--- config.mk ---
export PLATFORM = sky130hd
export DESIGN_NAME = game_timer_flat
export DESIGN_NICKNAME = d
export VERILOG_FILES = /design/src/rtl/game_timer_if.sv /design/src/rtl/game_timer.sv /design/src/flat_wrapper.sv
export SDC_FILE = /design/constraint.sdc
export NUM_CORES = 1
export LEC_CHECK = 0
export CORE_ASPECT_RATIO = 1.5
export CORE_MARGIN = 2
export CORE_UTILIZATION = 45
export CTS_CLUSTER_SIZE = 40
export DETAILED_ROUTE_END_ITERATION = 8
export PLACE_DENSITY = 0.6
export SYNTH_ARGS = -nofsm -noshare
export SYNTH_HDL_FRONTEND = slang
export SYNTH_SLANG_ARGS = --single-unit
--- constraint.sdc ---
create_clock -name clk -period 9.06 [get_ports clk]
set_input_delay 2.265 -clock clk [delete_from_list [all_inputs] [get_ports clk]]
set_output_delay 2.265 -clock clk [all_outputs]
set_load 0.01 [all_outputs]
--- src/rtl/game_timer_if.sv ---
// Gameplay-side bundle for game_timer: level/bonus/pause controls in, M:SS display and status out.
interface game_timer_if;
  logic       game_on;
  logic [1:0] level_sel;
  logic       bonus_add;
  logic       pause;
  logic       one_sec_pulse;
  logic       timer_ended;
  logic [3:0] min_digit;
  logic [3:0] sec_tens;
  logic [3:0] sec_ones;
  logic       low_time;

  modport master (
    output game_on, level_sel, bonus_add, pause,
    input  one_sec_pulse, timer_ended, min_digit, sec_tens, sec_ones, low_time
  );

  modport slave (
    input  game_on, level_sel, bonus_add, pause,
    output one_sec_pulse, timer_ended, min_digit, sec_tens, sec_ones, low_time
  );
endinterface

--- src/rtl/game_timer.sv ---
// Per-level countdown timer with BCD M:SS display, bonus pickups and a free-running 1 s tick.
// Optional macro GAME_TIMER_PAUSE_EN: when defined, pause=1 freezes the countdown in RUN.
module game_timer #(
  parameter int unsigned CLK_HZ     = 31500000,
  parameter int unsigned LEVEL1_SEC = 180,
  parameter int unsigned LEVEL2_SEC = 150,
  parameter int unsigned BONUS_SEC  = 15
) (
  input  logic         clk,
  input  logic         resetN,
  game_timer_if.slave  bus
);

  localparam int unsigned PW      = (CLK_HZ > 1) ? $clog2(CLK_HZ) : 1;
  localparam int unsigned SW      = 10;
  localparam logic [PW-1:0] PS_MAX  = PW'(CLK_HZ - 1);
  localparam logic [SW-1:0] MAX_SEC = SW'(599);
  localparam logic [SW-1:0] LOW_SEC = SW'(10);

  typedef enum logic [1:0] {
    IDLE    = 2'd0,
    RUN     = 2'd1,
    EXPIRED = 2'd2
  } state_e;

  state_e        state_q, state_d;
  logic [PW-1:0] ps_q, ps_d;
  logic          pulse_q, pulse_d;
  logic          game_on_q;
  logic [SW-1:0] secs_q, secs_d;
  logic          ended_q, ended_d;
  logic [11:0]   bcd_q, bcd_d;
  logic          low_q, low_d;

  logic          rise_c;
  logic          dec_c;
  logic [SW-1:0] budget_c;
  logic [31:0]   sum_c;
  logic [SW-1:0] upd_c;

  // Binary seconds -> {minutes, tens of seconds, ones of seconds}
  function automatic logic [11:0] to_bcd(input logic [SW-1:0] s);
    logic [SW-1:0] r;
    r = s % SW'(60);
    return {4'(s / SW'(60)), 4'(r / SW'(10)), 4'(r % SW'(10))};
  endfunction

  assign rise_c   = bus.game_on & ~game_on_q;
  assign budget_c = (bus.level_sel == 2'd2) ? SW'(LEVEL2_SEC) : SW'(LEVEL1_SEC);

`ifdef GAME_TIMER_PAUSE_EN
  assign dec_c = pulse_q & ~bus.pause;
`else
  logic unused_pause;
  assign unused_pause = bus.pause;
  assign dec_c        = pulse_q;
`endif

  // Bonus and tick combine into one net adjustment, then clamp at 9:59
  assign sum_c = 32'(secs_q) + (bus.bonus_add ? 32'(BONUS_SEC) : 32'd0) - (dec_c ? 32'd1 : 32'd0);
  assign upd_c = (sum_c > 32'(MAX_SEC)) ? MAX_SEC : SW'(sum_c);

  always_comb begin
    state_d = state_q;
    secs_d  = secs_q;
    ended_d = ended_q;
    pulse_d = (ps_q == PS_MAX);
    ps_d    = (ps_q == PS_MAX) ? '0 : ps_q + PW'(1);

    unique case (state_q)
      IDLE: begin
        // Load edge never decrements, whatever the tick is doing
        if (rise_c) begin
          secs_d  = budget_c;
          state_d = RUN;
          ended_d = 1'b0;
        end
      end
      RUN: begin
        if (!bus.game_on) begin
          state_d = IDLE;
        end else if (dec_c || bus.bonus_add) begin
          secs_d = upd_c;
          if (upd_c == '0) begin
            state_d = EXPIRED;
            ended_d = 1'b1;
          end
        end
      end
      EXPIRED: begin
        secs_d  = '0;
        ended_d = 1'b1;
        if (!bus.game_on) begin
          state_d = IDLE;
          ended_d = 1'b0;
        end
      end
      default: begin
        state_d = IDLE;
      end
    endcase

    bcd_d = to_bcd(secs_d);
    low_d = (state_d == RUN) && (secs_d <= LOW_SEC);
  end

  always_ff @(posedge clk or negedge resetN) begin
    if (!resetN) begin
      state_q   <= IDLE;
      ps_q      <= '0;
      pulse_q   <= 1'b0;
      game_on_q <= 1'b0;
      secs_q    <= '0;
      ended_q   <= 1'b0;
      bcd_q     <= '0;
      low_q     <= 1'b0;
    end else begin
      state_q   <= state_d;
      ps_q      <= ps_d;
      pulse_q   <= pulse_d;
      game_on_q <= bus.game_on;
      secs_q    <= secs_d;
      ended_q   <= ended_d;
      bcd_q     <= bcd_d;
      low_q     <= low_d;
    end
  end

  assign bus.one_sec_pulse = pulse_q;
  assign bus.timer_ended   = ended_q;
  assign bus.min_digit     = bcd_q[11:8];
  assign bus.sec_tens      = bcd_q[7:4];
  assign bus.sec_ones      = bcd_q[3:0];
  assign bus.low_time      = low_q;

endmodule

--- src/flat_wrapper.sv ---
// flat-port wrapper written by rule: the top's interface ports become plain ports
module game_timer_flat 
#(
  parameter int unsigned CLK_HZ     = 31500000,
  parameter int unsigned LEVEL1_SEC = 180,
  parameter int unsigned LEVEL2_SEC = 150,
  parameter int unsigned BONUS_SEC  = 15
)
  (clk, resetN, bus_game_on, bus_level_sel, bus_bonus_add, bus_pause, bus_one_sec_pulse, bus_timer_ended, bus_min_digit, bus_sec_tens, bus_sec_ones, bus_low_time);
  game_timer_if bus_i ();
  input  logic clk;
  input  logic resetN;
  input wire logic [$bits(bus_i.game_on)-1:0] bus_game_on;
  input wire logic [$bits(bus_i.level_sel)-1:0] bus_level_sel;
  input wire logic [$bits(bus_i.bonus_add)-1:0] bus_bonus_add;
  input wire logic [$bits(bus_i.pause)-1:0] bus_pause;
  output wire logic [$bits(bus_i.one_sec_pulse)-1:0] bus_one_sec_pulse;
  output wire logic [$bits(bus_i.timer_ended)-1:0] bus_timer_ended;
  output wire logic [$bits(bus_i.min_digit)-1:0] bus_min_digit;
  output wire logic [$bits(bus_i.sec_tens)-1:0] bus_sec_tens;
  output wire logic [$bits(bus_i.sec_ones)-1:0] bus_sec_ones;
  output wire logic [$bits(bus_i.low_time)-1:0] bus_low_time;
  assign bus_i.game_on = bus_game_on;
  assign bus_i.level_sel = bus_level_sel;
  assign bus_i.bonus_add = bus_bonus_add;
  assign bus_i.pause = bus_pause;
  assign bus_one_sec_pulse = bus_i.one_sec_pulse;
  assign bus_timer_ended = bus_i.timer_ended;
  assign bus_min_digit = bus_i.min_digit;
  assign bus_sec_tens = bus_i.sec_tens;
  assign bus_sec_ones = bus_i.sec_ones;
  assign bus_low_time = bus_i.low_time;
  game_timer #(.CLK_HZ(CLK_HZ), .LEVEL1_SEC(LEVEL1_SEC), .LEVEL2_SEC(LEVEL2_SEC), .BONUS_SEC(BONUS_SEC)) u_core (.clk(clk), .resetN(resetN), .bus(bus_i));
endmodule
# Yosys cells after proc, flatten, opt, wreduce, memory -nomap -nowiden
# Cells that the tools add are included.
totals:
  regBits: 53
  inputBits: 7
op_classes:
  n_addsub: 3
  div_mod_pow: 4
  magnitude_cmp: 2
  eq_ne: 9
  n_mux: 21
  bitwise: 2
  reduce_logical: 6
ops:
  columns: ["op", "count"]
  rows:
  - ["two-way mux 10 bit", 4]
  - ["adder 10 x 32 -> 32 bit", 1]
  - ["greater-than comparator 32 x 10 -> 1 bit, second input constant", 1]
  - ["subtractor 32 bit", 1]
  - ["case mux 10 bit (3 select lines)", 1]
  - ["adder 25 x 1 -> 25 bit, second input constant", 1]
  - ["equality test 25 bit, second input constant", 1]
  - ["two-way mux 25 bit", 1]
  - ["divider 10 x 4 -> 10 bit, second input constant", 1]
  - ["divider 10 x 6 -> 10 bit, second input constant", 1]
  - ["less-or-equal comparator 10 x 4 -> 1 bit, second input constant", 1]
  - ["zero test 10 bit", 1]
  - ["modulo 10 x 4 -> 10 bit, second input constant", 1]
  - ["modulo 10 x 6 -> 10 bit, second input constant", 1]
  - ["two-way mux 2 bit", 5]
  - ["two-way mux 1 bit", 6]
  - ["two-way mux 6 bit", 1]
  - ["inequality test 2 x 1 -> 1 bit, second input constant", 3]
  - ["case mux 2 bit (3 select lines)", 1]
  - ["AND reduction 5 bit", 1]
  - ["equality test 2 x 1 -> 1 bit, second input constant", 2]
  - ["equality test 2 bit, second input constant", 2]
  - ["two-way mux 4 bit", 1]
  - ["case mux 1 bit (3 select lines)", 1]
  - ["other kinds (7)", 7]

# Depth between registers and ports, before layout
# Gate-level depths: netlist of run 1.
logic_depth:
  depth_word: 12
  depth_mapped: 41
  depth_no_buf: 38

# Worst setup path after synthesis of run 1
# OpenSTA, ideal clock, no wires.
synth_path:
  path_kind: "input to register"
  startpoint: "input bus_bonus_add"
  endpoint: "register u_core.bcd_q[3]"
  setup_time_ns: 0.135
  arrival_ns: 8.650
  t_required_ns: 8.925
  setup_slack_ns: 0.275
  stages: 36
  cell_sequence: "inv_1 > ha_1 > fa_1 > nand2b_1 > a211oi_1 > o221a_2 > nor2_1 > nor2_1 > nor2_1 > ha_1 > nor4bb_1 > o21ai_0 > o21ba_2 > a2bb2oi_2 > a32oi_4 > inv_2 > and3_1 > buf_2 > maj3_2 > a2bb2oi_1 > a31oi_1 > a21oi_1 > inv_1 > ha_1 > a31oi_1 > a21oi_1 > a31o_1 > o21ai_1 > nand2_1 > or4_1 > o21ai_0 > a221oi_1 > ha_1 > inv_1 > o31ai_1 > xor2_1"
synth_via:
  elab_chain_cells: 10
  elab_cells_between_ends: 11
  classes_between: "add/sub (2); div (2); order compare (1); mux (5); reduce/logical (1)"
synth_lines:
  columns: ["element", "line", "source"]
  rows:
  - ["from (decl)", "flat_wrapper.sv:15", "input wire logic [$bits(bus_i.bonus_add)-1:0] bus_bonus_add;"]
  - ["two-way mux 4 bit", "game_timer.sv:60", "assign sum_c = 32'(secs_q) + (bus.bonus_add ? 32'(BONUS_SEC) : 32'd0) - (dec_c ? 32'd1 : 32'd0);"]
  - ["adder 10 x 32 -> 32 bit", "game_timer.sv:60", null]
  - ["subtractor 32 bit", "game_timer.sv:60", null]
  - ["greater-than comparator 32 x 10 -> 1 bit", "game_timer.sv:61", "assign upd_c = (sum_c > 32'(MAX_SEC)) ? MAX_SEC : SW'(sum_c);"]
  - ["two-way mux 10 bit", "game_timer.sv:61", null]
  - ["two-way mux 10 bit *", "game_timer.sv:82", "end else if (dec_c || bus.bonus_add) begin"]
  - ["two-way mux 10 bit *", "game_timer.sv:80", "if (!bus.game_on) begin"]
  - ["case mux 10 bit (3 select lines) *", "game_timer.sv:70", "unique case (state_q)"]
  - ["named net u_core.secs_d[8]", "game_timer.sv:30", "logic [SW-1:0] secs_q, secs_d;"]
  - ["modulo 10 x 6 -> 10 bit *", "game_timer.sv:44", "r = s % SW'(60);"]
  - ["modulo 10 x 4 -> 10 bit *", "game_timer.sv:45", "return {4'(s / SW'(60)), 4'(r / SW'(10)), 4'(r % SW'(10))};"]
  - ["named net u_core.bcd_d[3]", "game_timer.sv:32", "logic [11:0] bcd_q, bcd_d;"]
  - ["to (signal assigned)", "game_timer.sv:115", "bcd_q <= '0;"]
  - ["to (signal assigned)", "game_timer.sv:124", "bcd_q <= bcd_d;"]
  - ["to (decl)", "game_timer.sv:32", null]
# Mark *: on every way through the listed nets, which the timed path passes. The rest lies on a longest branch.
# A chain may end at the register's enable or synchronous reset.

# Worst setup path in the final report of run 1
# Same ends and word-level chain as after synthesis.

==> flow_summary.json, run 1 <==
{
  "status": "complete, no violations",
  "via_count": 4448,
  "post_synth_num_cell_types": 83,
  "hold_buffers": 0,
  "worst_hold_path_type": "register to register",
  "final_layout_size_suffix_gt1_share_pct": 31.5,
  "worstSetupEndpointType": "register",
  "cpPeakStageDelay_ps": 510,
  "most_frequent_cells_in_the_layout": "sky130_fd_sc_hd__buf_4 (115), sky130_fd_sc_hd__dfrtp_1 (52), sky130_fd_sc_hd__nor2_1 (44)",
  "global_route.overflow_total": 0,
  "r2r-end": "u_core.bcd_q[3]$_DFF_PN0_",
  "final_antenna_net_count": 0,
  "worst_path_most_repeated_cell": "sky130_fd_sc_hd__buf_4",
  "drcViolationCount": 0,
  "post-dp-hpwl_mm": 9.61,
  "fin_crit_ps": 8770,
  "wirelength_mm": 12.8,
  "timing.final.hold_violations": 0,
  "holdPathStages": 1,
  "postSynthRegisterBits": 52,
  "cp_top_family": "compound AO/OA/AOI/OAI gates",
  "clkSlewWorstSetupHoldPaths_ps": 70,
  "critical_path_required_ps": 9230,
  "drt_iter0_drc": 195,
  "final_period_util_pct": 96.8,
  "slew_violations": 0,
  "tritoncts": "built",
  "syn_nets": 549,
  "top_level_ports": 22,
  "syn_inst": 517,
  "cts_root_buf": "sky130_fd_sc_hd__clkbuf_16",
  "worst_hold_path.endpoint": "u_core.ps_q[4]$_DFF_PN0_",
  "num_antenna_cells": 0,
  "yosys_warnings": 0,
  "min_from": "u_core.ps_q[4]$_DFF_PN0_",
  "startpoint_of_the_worst_slack_reg_to_reg_timing_path": "u_core.secs_q[0]$_DFF_PN0_",
  "crit_fanout": 6,
  "fin_nets": 679,
  "power.leakage_nw": 2.74,
  "syn2layout_area_growth_pct": 38.4,
  "final_common_cell": "sky130_fd_sc_hd__buf_4",
  "vdd_drop_max_mv": 0.437,
  "n_fill_cell": 863,
  "worst-endpoint-arrival_ps": 8940,
  "clock-skew-final_ps": 4.61,
  "clkSinkCount": 52,
  "total_power_mw": 2.81,
  "crit_slowest_cell": "sky130_fd_sc_hd__or4_1",
  "pin_count_of_the_biggest_net_entering_global_routing": 53,
  "setup-violations-final": 0,
  "number_of_flops_mapped_to_enable_cells_by_yosys": 0,
  "startpoint_type": "input pin",
  "cts_made_buffers": 5,
  "die_footprint_um2": 10500,
  "initial_utilization_pct": 45.5,
  "h-tree-depth": 2,
  "core-area_um2": 9580,
  "worst-slew-pin-transition_ps": 754,
  "gpl.final_weighted_congestion": 0.914,
  "post-route-util_pct": 63.0,
  "avgViaCountPerCell": 5.83,
  "drt_first_pass_iters": 4,
  "relSlewSlack_pct": 49.3,
  "synth-main-ff-cell": "sky130_fd_sc_hd__dfrtp_1",
  "clock_insertion_delay_at_the_later_pin_of_the_skew_report_ps": 290,
  "die_w_um": 84.4,
  "regToRegSetupSlack_ps": 1780,
  "async_set_or_reset_register_ratio_after_synthesis_pct": 100,
  "syn_area_um2": 4360,
  "die_height_um": 125,
  "antenna_violations_before_repair": 0,
  "std_cell_rows": 44,
  "max-clock-path-buffers": 2,
  "routed_wire_length_per_instance_um": 16.7,
  "criticalPathCategory": "input pin to register",
  "first_global_vias": 4551,
  "timing.fmax_mhz": 114,
  "syn_area_per_cell_um2": 8.43,
  "ys_seq_area_share_pct": 29.9,
  "path_buf_inv": 12,
  "global_route_wire_length_before_repair_mm": 20.7,
  "rr_worst_depth": 43,
  "numPortBuffers": 20,
  "max_cap_violations": 0,
  "grt_use_total_pct": 24.2,
  "power_per_cell_area_nw_per_um2": 466
}
-- registers in the layout, indices dropped and copies added (netlist names) --
signal                    cells
u_core.secs_q                10
u_core.bus.low_time           1
u_core.bcd_q                 11
u_core.bus.timer_ended        1
u_core.ps_q                  25
u_core.state_q                2
u_core.game_on_q              1
u_core.bus.one_sec_pulse      1
-- through the flow --
stage                     area (µm²)  hold slack (ps)  setup slack [ps]  setup TNS [ps]  cells
after detailed placement        5430              461              -940           -3580    743
after CTS                       5880              475              2.90               0    759
after global placement          5430              458              -777           -2840    743
final                           6030              470               292               0    763
after floorplan                 4360              438               275               0    517
after global routing            6030              494             -31.6           -31.6    763
-- cells in the mapped netlist (all sizes together) (6+ instances only) --
library cell | n | area, µm²
and3 | 9 | 56.3
nor2b | 6 | 37.5
a31oi | 11 | 68.8
nand2 | 37 | 139
nand3 | 15 | 80.1
ha | 24 | 300
clkbuf | 7 | 26.3
a211oi | 8 | 72.6
o31ai | 6 | 50.1
inv | 40 | 150
o211ai | 6 | 50.1
buf | 8 | 45.0
o21ai | 35 | 175
nand4 | 12 | 81.3
a21o | 10 | 75.1
a32oi | 6 | 71.3
nor2 | 48 | 180
xnor2 | 16 | 140
dfrtp | 52 | 1300
xor2 | 17 | 164
nand2b | 8 | 50.1
a21oi | 33 | 176
nor3 | 13 | 75.1
-- logic make-up after synthesis --
kind of cell    share of synthesized area (%)
compound gates                           27.6
xor+xnor                                 6.98
fa+ha+maj                                8.07
buf+inv                                  5.17
flops                                    29.9
mux                                     0.689
simple gates                             21.6
-- worst max path at each step --
stage / endpoint / cells past startpoint / startpoint / slack [ps]
final: u_core.bcd_q[3]$_DFF_PN0_ / 43 / bus_bonus_add / 290
after global routing: u_core.bcd_q[3]$_DFF_PN0_ / 43 / bus_bonus_add / -30
after CTS: u_core.bcd_q[3]$_DFF_PN0_ / 42 / bus_bonus_add / 3
after detailed placement: u_core.bcd_q[3]$_DFF_PN0_ / 40 / bus_bonus_add / -940
after global placement: u_core.bcd_q[3]$_DFF_PN0_ / 40 / bus_bonus_add / -780
after floorplan: u_core.bcd_q[3]$_DFF_PN0_ / 36 / bus_bonus_add / 270
-- area by class of cell --
cell class                      count  area [µm²]  share of cell area [%]
Timing Repair Buffer              138        1090                    18.2
Tap cell                          115         144                    2.39
Sequential cell                    52        1300                    21.6
Clock buffer                        6         129                    2.14
Inverter                           41         154                    2.55
Clock inverter                      2        38.8                   0.643
Multi-Input combinational cell    409        3170                    52.6
-- power breakdown --
part	total [mW]	internal, mW	switching [mW]
Clock	0.219	0.132	0.0871
Combinational	2.28	1.09	1.19
Sequential	0.317	0.285	0.0319
-- repair_timing --
action,4_1_cts,5_1_grt
pin swaps,12,14
resized for setup,40,26
setup buffers,8,4
endpoints found under the setup margin,4,4
-- metal layers --
metal / share of wire [%] / wire length, µm / up-vias / track usage, %
met3: 2.6 / 328 / 55 / 2.45
met4: 5.6 / 717 / 0 / 14.8
met1: 37 / 4690 / 2111 / 24.5
li1: - / - / 2166 / -
met2: 55 / 7040 / 116 / 46.0
met5: 0 / 0 / - / 0
(Power assumes the default switching activity.)
==> run 2, diff against run 1 <==
- CORE_UTILIZATION: 45 -> 50
- PLACE_DENSITY: 0.6 -> 0.65
==> run 2 against run 1 <==
- setup slack gained 110 ps
- count of clock-buffer cells in the layout shrank 1
- critical endpoint unchanged
- clock power shrank 10%
- via count grew 0.65%
- largest cell class unchanged
- sequential cell count is the same
- final cell count shrank 0.66%
- critical path type unchanged
- hold slack gained 16 ps
- critical path depth is the same
==> flow_summary.json, run 2 (synthesized netlist as in run 1, its figures left out) <==
{
  "status": "complete, no violations",
  "final.setup.tns_ps": 0,
  "routed_wire_length_per_instance_um": 16.2,
  "final_period_util_pct": 95.5,
  "final_layout_size_suffix_gt1_share_pct": 32.0,
  "slew_violations": 0,
  "vdd_drop_max_mv": 0.423,
  "path_buf_inv": 12,
  "global_route.overflow_total": 0,
  "hold_buffers": 0,
  "std_cell_rows": 41,
  "timing.fmax_mhz": 116,
  "global_route_met2_usage_pct": 51.3,
  "largest_register_ff_count": 25,
  "die_height_um": 118,
  "finalNonFillerCells": 758,
  "drt_iter0_drc": 181,
  "grt.busiest_layer": "met2",
  "clock_insertion_delay_at_the_later_pin_of_the_skew_report_ps": 300,
  "cpPeakStageDelay_ps": 470,
  "drcViolationCount": 0,
  "cts_root_buf": "sky130_fd_sc_hd__clkbuf_16",
  "final_common_cell": "sky130_fd_sc_hd__buf_4",
  "syn2layout_area_growth_pct": 38.4,
  "num_antenna_cells": 0,
  "final_antenna_net_count": 0,
  "setup-violations-final": 0,
  "dpl_worst_slack_ps": -800,
  "criticalPathCategory": "input pin to register",
  "fin_crit_ps": 8660,
  "max_cap_violations": 0,
  "core-area_um2": 8460,
  "grt_use_total_pct": 26.6,
  "die_footprint_um2": 9490,
  "holdPathStages": 2,
  "gr-usage-met1_pct": 27.6,
  "cp_top_family": "compound AO/OA/AOI/OAI gates",
  "clkSlewWorstSetupHoldPaths_ps": 70,
  "relSlewSlack_pct": 50.4,
  "worst_path_most_repeated_cell": "sky130_fd_sc_hd__buf_4",
  "avgViaCountPerCell": 5.91,
  "fin_nets": 682,
  "power.leakage_nw": 2.73,
  "post-dp-hpwl_mm": 9.39,
  "worst_hold_path.endpoint": "u_core.bus.timer_ended$_DFFE_PN0P_",
  "max-clock-path-buffers": 2,
  "regToRegSetupSlack_ps": 1910,
  "globalRouteMet3Util_pct": 2.52,
  "clock-skew-final_ps": 7.26,
  "dpl.cell_count": 739,
  "largest_registers_in_the_final_layout": "u_core.ps_q (25), u_core.bcd_q (11), u_core.secs_q (10)",
  "most_frequent_cells_in_the_layout": "sky130_fd_sc_hd__buf_4 (119), sky130_fd_sc_hd__dfrtp_1 (52), sky130_fd_sc_hd__nor2_1 (44)",
  "die_w_um": 80.2,
  "power_per_cell_area_nw_per_um2": 450,
  "cts_made_buffers": 5,
  "post-route-util_pct": 71.2,
  "most_flops_register": "u_core.ps_q",
  "startpoint_type": "input pin",
  "startpoint_of_the_worst_slack_reg_to_reg_timing_path": "u_core.secs_q[0]$_DFF_PN0_",
  "worst-slew-pin-transition_ps": 738,
  "drt_first_pass_iters": 5,
  "pin_count_of_the_biggest_net_entering_global_routing": 53,
  "worst-endpoint-arrival_ps": 8830,
  "via_count": 4477,
  "worst_hold_path_type": "register to register",
  "worst_slack_ps": 405,
  "crit_slowest_cell": "sky130_fd_sc_hd__or4_1",
  "rr_worst_depth": 43,
  "wirelength_mm": 12.3,
  "critical_path_required_ps": 9240,
  "global_route_wire_length_before_repair_mm": 20.3,
  "antenna_violations_before_repair": 0,
  "worstSetupEndpointType": "register",
  "numPortBuffers": 20,
  "top_level_ports": 22,
  "h-tree-depth": 2,
  "timing.final.hold_violations": 0,
  "tritoncts": "built",
  "crit_fanout": 6,
  "r2r-end": "u_core.bcd_q[3]$_DFF_PN0_",
  "clkSinkCount": 52,
  "gpl.final_weighted_congestion": 0.936,
  "first_global_vias": 4570,
  "initial_utilization_pct": 51.5,
  "grt_setup_unrepaired": "no",
  "min_from": "u_core.bus.timer_ended$_DFFE_PN0P_"
}
==> run 2: cell types whose count changed in the layout (fill, tap and decap cells not counted), moves of 2 or more <==
cell | before | now
sky130_fd_sc_hd__nand2_2 | 1 | 3
sky130_fd_sc_hd__and3_4 | 1 | 3
sky130_fd_sc_hd__and3_1 | 8 | 6
sky130_fd_sc_hd__buf_4 | 115 | 119
sky130_fd_sc_hd__nand2_1 | 36 | 34
sky130_fd_sc_hd__o21ai_2 | 3 | 0
sky130_fd_sc_hd__nor3_2 | 4 | 2
sky130_fd_sc_hd__o21ai_1 | 8 | 11
==> run 2: area by class of cell <==
type,count,area (µm²)
Fill cell,701,2430
Multi-Input combinational cell,409,3180
Timing Repair Buffer,141,1110
Clock buffer,5,125
Inverter,41,154
Clock inverter,3,25.0
Sequential cell,52,1300
Tap cell,107,134
==> run 2: worst max path at each step <==
stage	start	endpoint	slack, ps	cells after the start
after CTS	bus_bonus_add	u_core.bcd_q[3]$_DFF_PN0_	1	40
after global routing	bus_bonus_add	u_core.bcd_q[3]$_DFF_PN0_	40	43
after detailed placement	bus_bonus_add	u_core.bcd_q[3]$_DFF_PN0_	-800	37
after global placement	bus_bonus_add	u_core.bcd_q[3]$_DFF_PN0_	-730	38
after floorplan	bus_bonus_add	u_core.bcd_q[3]$_DFF_PN0_	270	36
final	bus_bonus_add	u_core.bcd_q[3]$_DFF_PN0_	400	43
==> run 2: report_power, final <==
part | leakage (nW) | total [mW] | internal, mW | switching, mW
combinational | 1.98 | 2.20 | 1.05 | 1.15
clock | 0.0708 | 0.197 | 0.105 | 0.0928
sequential | 0.680 | 0.316 | 0.285 | 0.0308
==> run 2: what timing repair did <==
action,CTS,global route
gates resized for setup,26,41
buffers inserted,1,11
pin swaps,6,15
endpoints found under the setup margin,4,4
==> run 2: worst register-to-register path, delay by kind of cell, from the launching register on <==
kind	cells	cell delay (ps)
AOI/OAI and AO/OA	17	2560
adders and majority gates	6	1460
buffers and inverters	12	1370
and+or+nand+nor	7	1070
DFF	1	400
xor gates and xnor gates	1	150
==> run 2: metal layers <==
metal | part of all wire [%] | vias to the layer above
li1 | - | 2171
met1 | 38 | 2172
met2 | 56 | 97
met3 | 2.2 | 37
met4 | 4.3 | 0
met5 | 0 | -
==> run 2: stage by stage <==
step | hold WS [ps] | instance area [µm²] | power, mW
after global placement | 455 | 5450 | 2.20
after detailed placement | 479 | 5450 | 2.24
after global routing | 504 | 6030 | 2.92
after CTS | 490 | 5740 | 2.54
after floorplan | 438 | 4360 | 1.45
final | 486 | 6030 | 2.71
==> run 3, diff against run 2 <==
- MAX_ROUTING_LAYER: not set -> met4
==> run 3 against run 2 <==
- largest power group unchanged
- combinational power about the same
- clock power down 2%
- critical path type unchanged
- die area unchanged
- maximum frequency down 0.71%
- critical path depth unchanged
==> flow_summary.json, run 3 (synthesized netlist as in run 1, its figures left out) <==
{
  "clkSlewWorstSetupHoldPaths_ps": 70,
  "worst-slew-pin-transition_ps": 675,
  "post-dp-hpwl_mm": 9.36,
  "design_area_um2": 5960,
  "pin_count_of_the_biggest_net_entering_global_routing": 53,
  "grt_use_total_pct": 27.5,
  "syn2layout_area_growth_pct": 36.7,
  "criticalPathCategory": "input pin to register",
  "vdd_drop_max_mv": 0.398,
  "most_flops_register": "u_core.ps_q",
  "cpPeakStageDelay_ps": 500,
  "die_height_um": 118,
  "num_antenna_cells": 0,
  "final_period_util_pct": 96.2,
  "first_global_vias": 4418,
  "std_cell_rows": 41,
  "wirelength_mm": 12.4,
  "numPortBuffers": 20,
  "fin_crit_ps": 8720,
  "cts_root_buf": "sky130_fd_sc_hd__clkbuf_16",
  "final_common_cell": "sky130_fd_sc_hd__buf_4",
  "via_count": 4464,
  "power.leakage_nw": 2.71,
  "top_level_ports": 22,
  "drt_first_pass_iters": 4,
  "most_frequent_cells_in_the_layout": "sky130_fd_sc_hd__buf_4 (112), sky130_fd_sc_hd__dfrtp_1 (52), sky130_fd_sc_hd__nor2_1 (43)",
  "status": "complete, no violations",
  "startpoint_type": "input pin",
  "routed_wire_length_per_instance_um": 16.5,
  "die_w_um": 80.2,
  "clock-skew-final_ps": 7.60,
  "tritoncts": "built",
  "antenna_violations_before_repair": 0,
  "worst_hold_path_type": "register to register",
  "worst_slack_ps": 343,
  "drt_iter0_drc": 230,
  "dpl-instance-area_um2": 5390,
  "gpl.final_weighted_congestion": 0.978,
  "timing.final.hold_violations": 0,
  "largest_register_ff_count": 25,
  "max-clock-path-buffers": 2,
  "worst-endpoint-arrival_ps": 8890,
  "core-area_um2": 8460,
  "critical_path_required_ps": 9230,
  "clock_insertion_delay_at_the_later_pin_of_the_skew_report_ps": 300,
  "initial_utilization_pct": 51.5,
  "crit_fanout": 5,
  "final_layout_size_suffix_gt1_share_pct": 31.2,
  "cts_made_buffers": 5,
  "h-tree-depth": 2,
  "setup-violations-final": 0,
  "grt_setup_unrepaired": "no",
  "power_per_cell_area_nw_per_um2": 451,
  "largest_registers_in_the_final_layout": "u_core.ps_q (25), u_core.bcd_q (11), u_core.secs_q (10)",
  "slew_violations": 0,
  "worst_path_most_repeated_cell": "sky130_fd_sc_hd__buf_4",
  "global_route_wire_length_before_repair_mm": 20.3,
  "max_cap_violations": 0,
  "global_route.overflow_total": 0,
  "timing.fmax_mhz": 115,
  "relSlewSlack_pct": 54.9,
  "clkSinkCount": 52,
  "avgViaCountPerCell": 5.94,
  "fin_nets": 676,
  "worstSetupEndpointType": "register",
  "final_antenna_net_count": 0,
  "dpl_worst_slack_ps": -795,
  "die_footprint_um2": 9490,
  "crit_slowest_cell": "sky130_fd_sc_hd__or4_4",
  "drcViolationCount": 0
}
run 3: changes by cell type in the layout (fill, tap and decap cells not counted), sizes merged:
cell	previous run	this run
buf	122	116
clkinv	1	3
clkinvlp	1	0
inv	42	41
run 3: final cells by class:
cell class,count,area [µm²]
multi-input cells,409,3150
clock buffers,5,125
inverters,41,154
fillers,709,2510
clock inverters,3,22.5
well taps,107,134
flip-flops and latches,52,1300
repair buffers,135,1070
run 3: where the power goes:
part,internal [mW],switching (mW),leakage [nW]
clock network,0.104,0.0892,0.0742
registers,0.285,0.0316,0.680
logic,1.03,1.15,1.96
run 3: through the flow:
| step | power (mW) | util [%] | TNS [ps] | hold slack (ps) | std cells |
|---|---|---|---|---|---|
| CTS | 2.56 | 68.4 | 0 | 488 | 749 |
| global route | 2.89 | 70.4 | 0 | 511 | 752 |
| global placement | 2.16 | 63.7 | -2030 | 463 | 731 |
| floorplan | 1.45 | - | 0 | 438 | 517 |
| finish | 2.69 | 70.4 | 0 | 485 | 752 |
| detailed placement | 2.19 | 63.7 | -2920 | 474 | 731 |
run 3: per-layer routing:
| layer | vias to the layer above | wire length (µm) | track usage [%] |
|---|---|---|---|
| li1 | 2159 | - | - |
| met1 | 2155 | 4700 | 29.0 |
| met2 | 103 | 6770 | 50.8 |
| met3 | 47 | 306 | 2.67 |
| met4 | 0 | 655 | 11.3 |
| met5 | - | 0 | - |
run 3: critical path: cells and delay by family:
family	cells	cell delay (ps)
AO/OA/AOI/OAI	17	2680
XOR/XNOR	1	150
adder cells (fa/ha/maj)	5	1240
buffers and inverters	12	1450
AND/OR/NAND/NOR	8	1110
run 3: timing repair:
action / CTS / global route
setup endpoints to repair: 4 / 4
pin swaps: 12 / 12
hold buffers: 0 / 0
resized for setup: 35 / 29
buffers inserted: 10 / 3
run 3: path summary, 6_finish.rpt:
check                                              startpoint                                 end  slack, ps  cells after the start
max in group asynchronous                              resetN          u_core.secs_q[9]$_DFF_PN0_       6530                      2
max                                             bus_bonus_add           u_core.bcd_q[3]$_DFF_PN0_        340                     43
min                        u_core.bus.timer_ended$_DFFE_PN0P_  u_core.bus.timer_ended$_DFFE_PN0P_        480                      2
max reg2reg                        u_core.secs_q[0]$_DFF_PN0_           u_core.bcd_q[3]$_DFF_PN0_       1800                     43
min in group asynchronous                              resetN            u_core.ps_q[6]$_DFF_PN0_       2080                      2
min reg2reg                u_core.bus.timer_ended$_DFFE_PN0P_  u_core.bus.timer_ended$_DFFE_PN0P_        480                      2
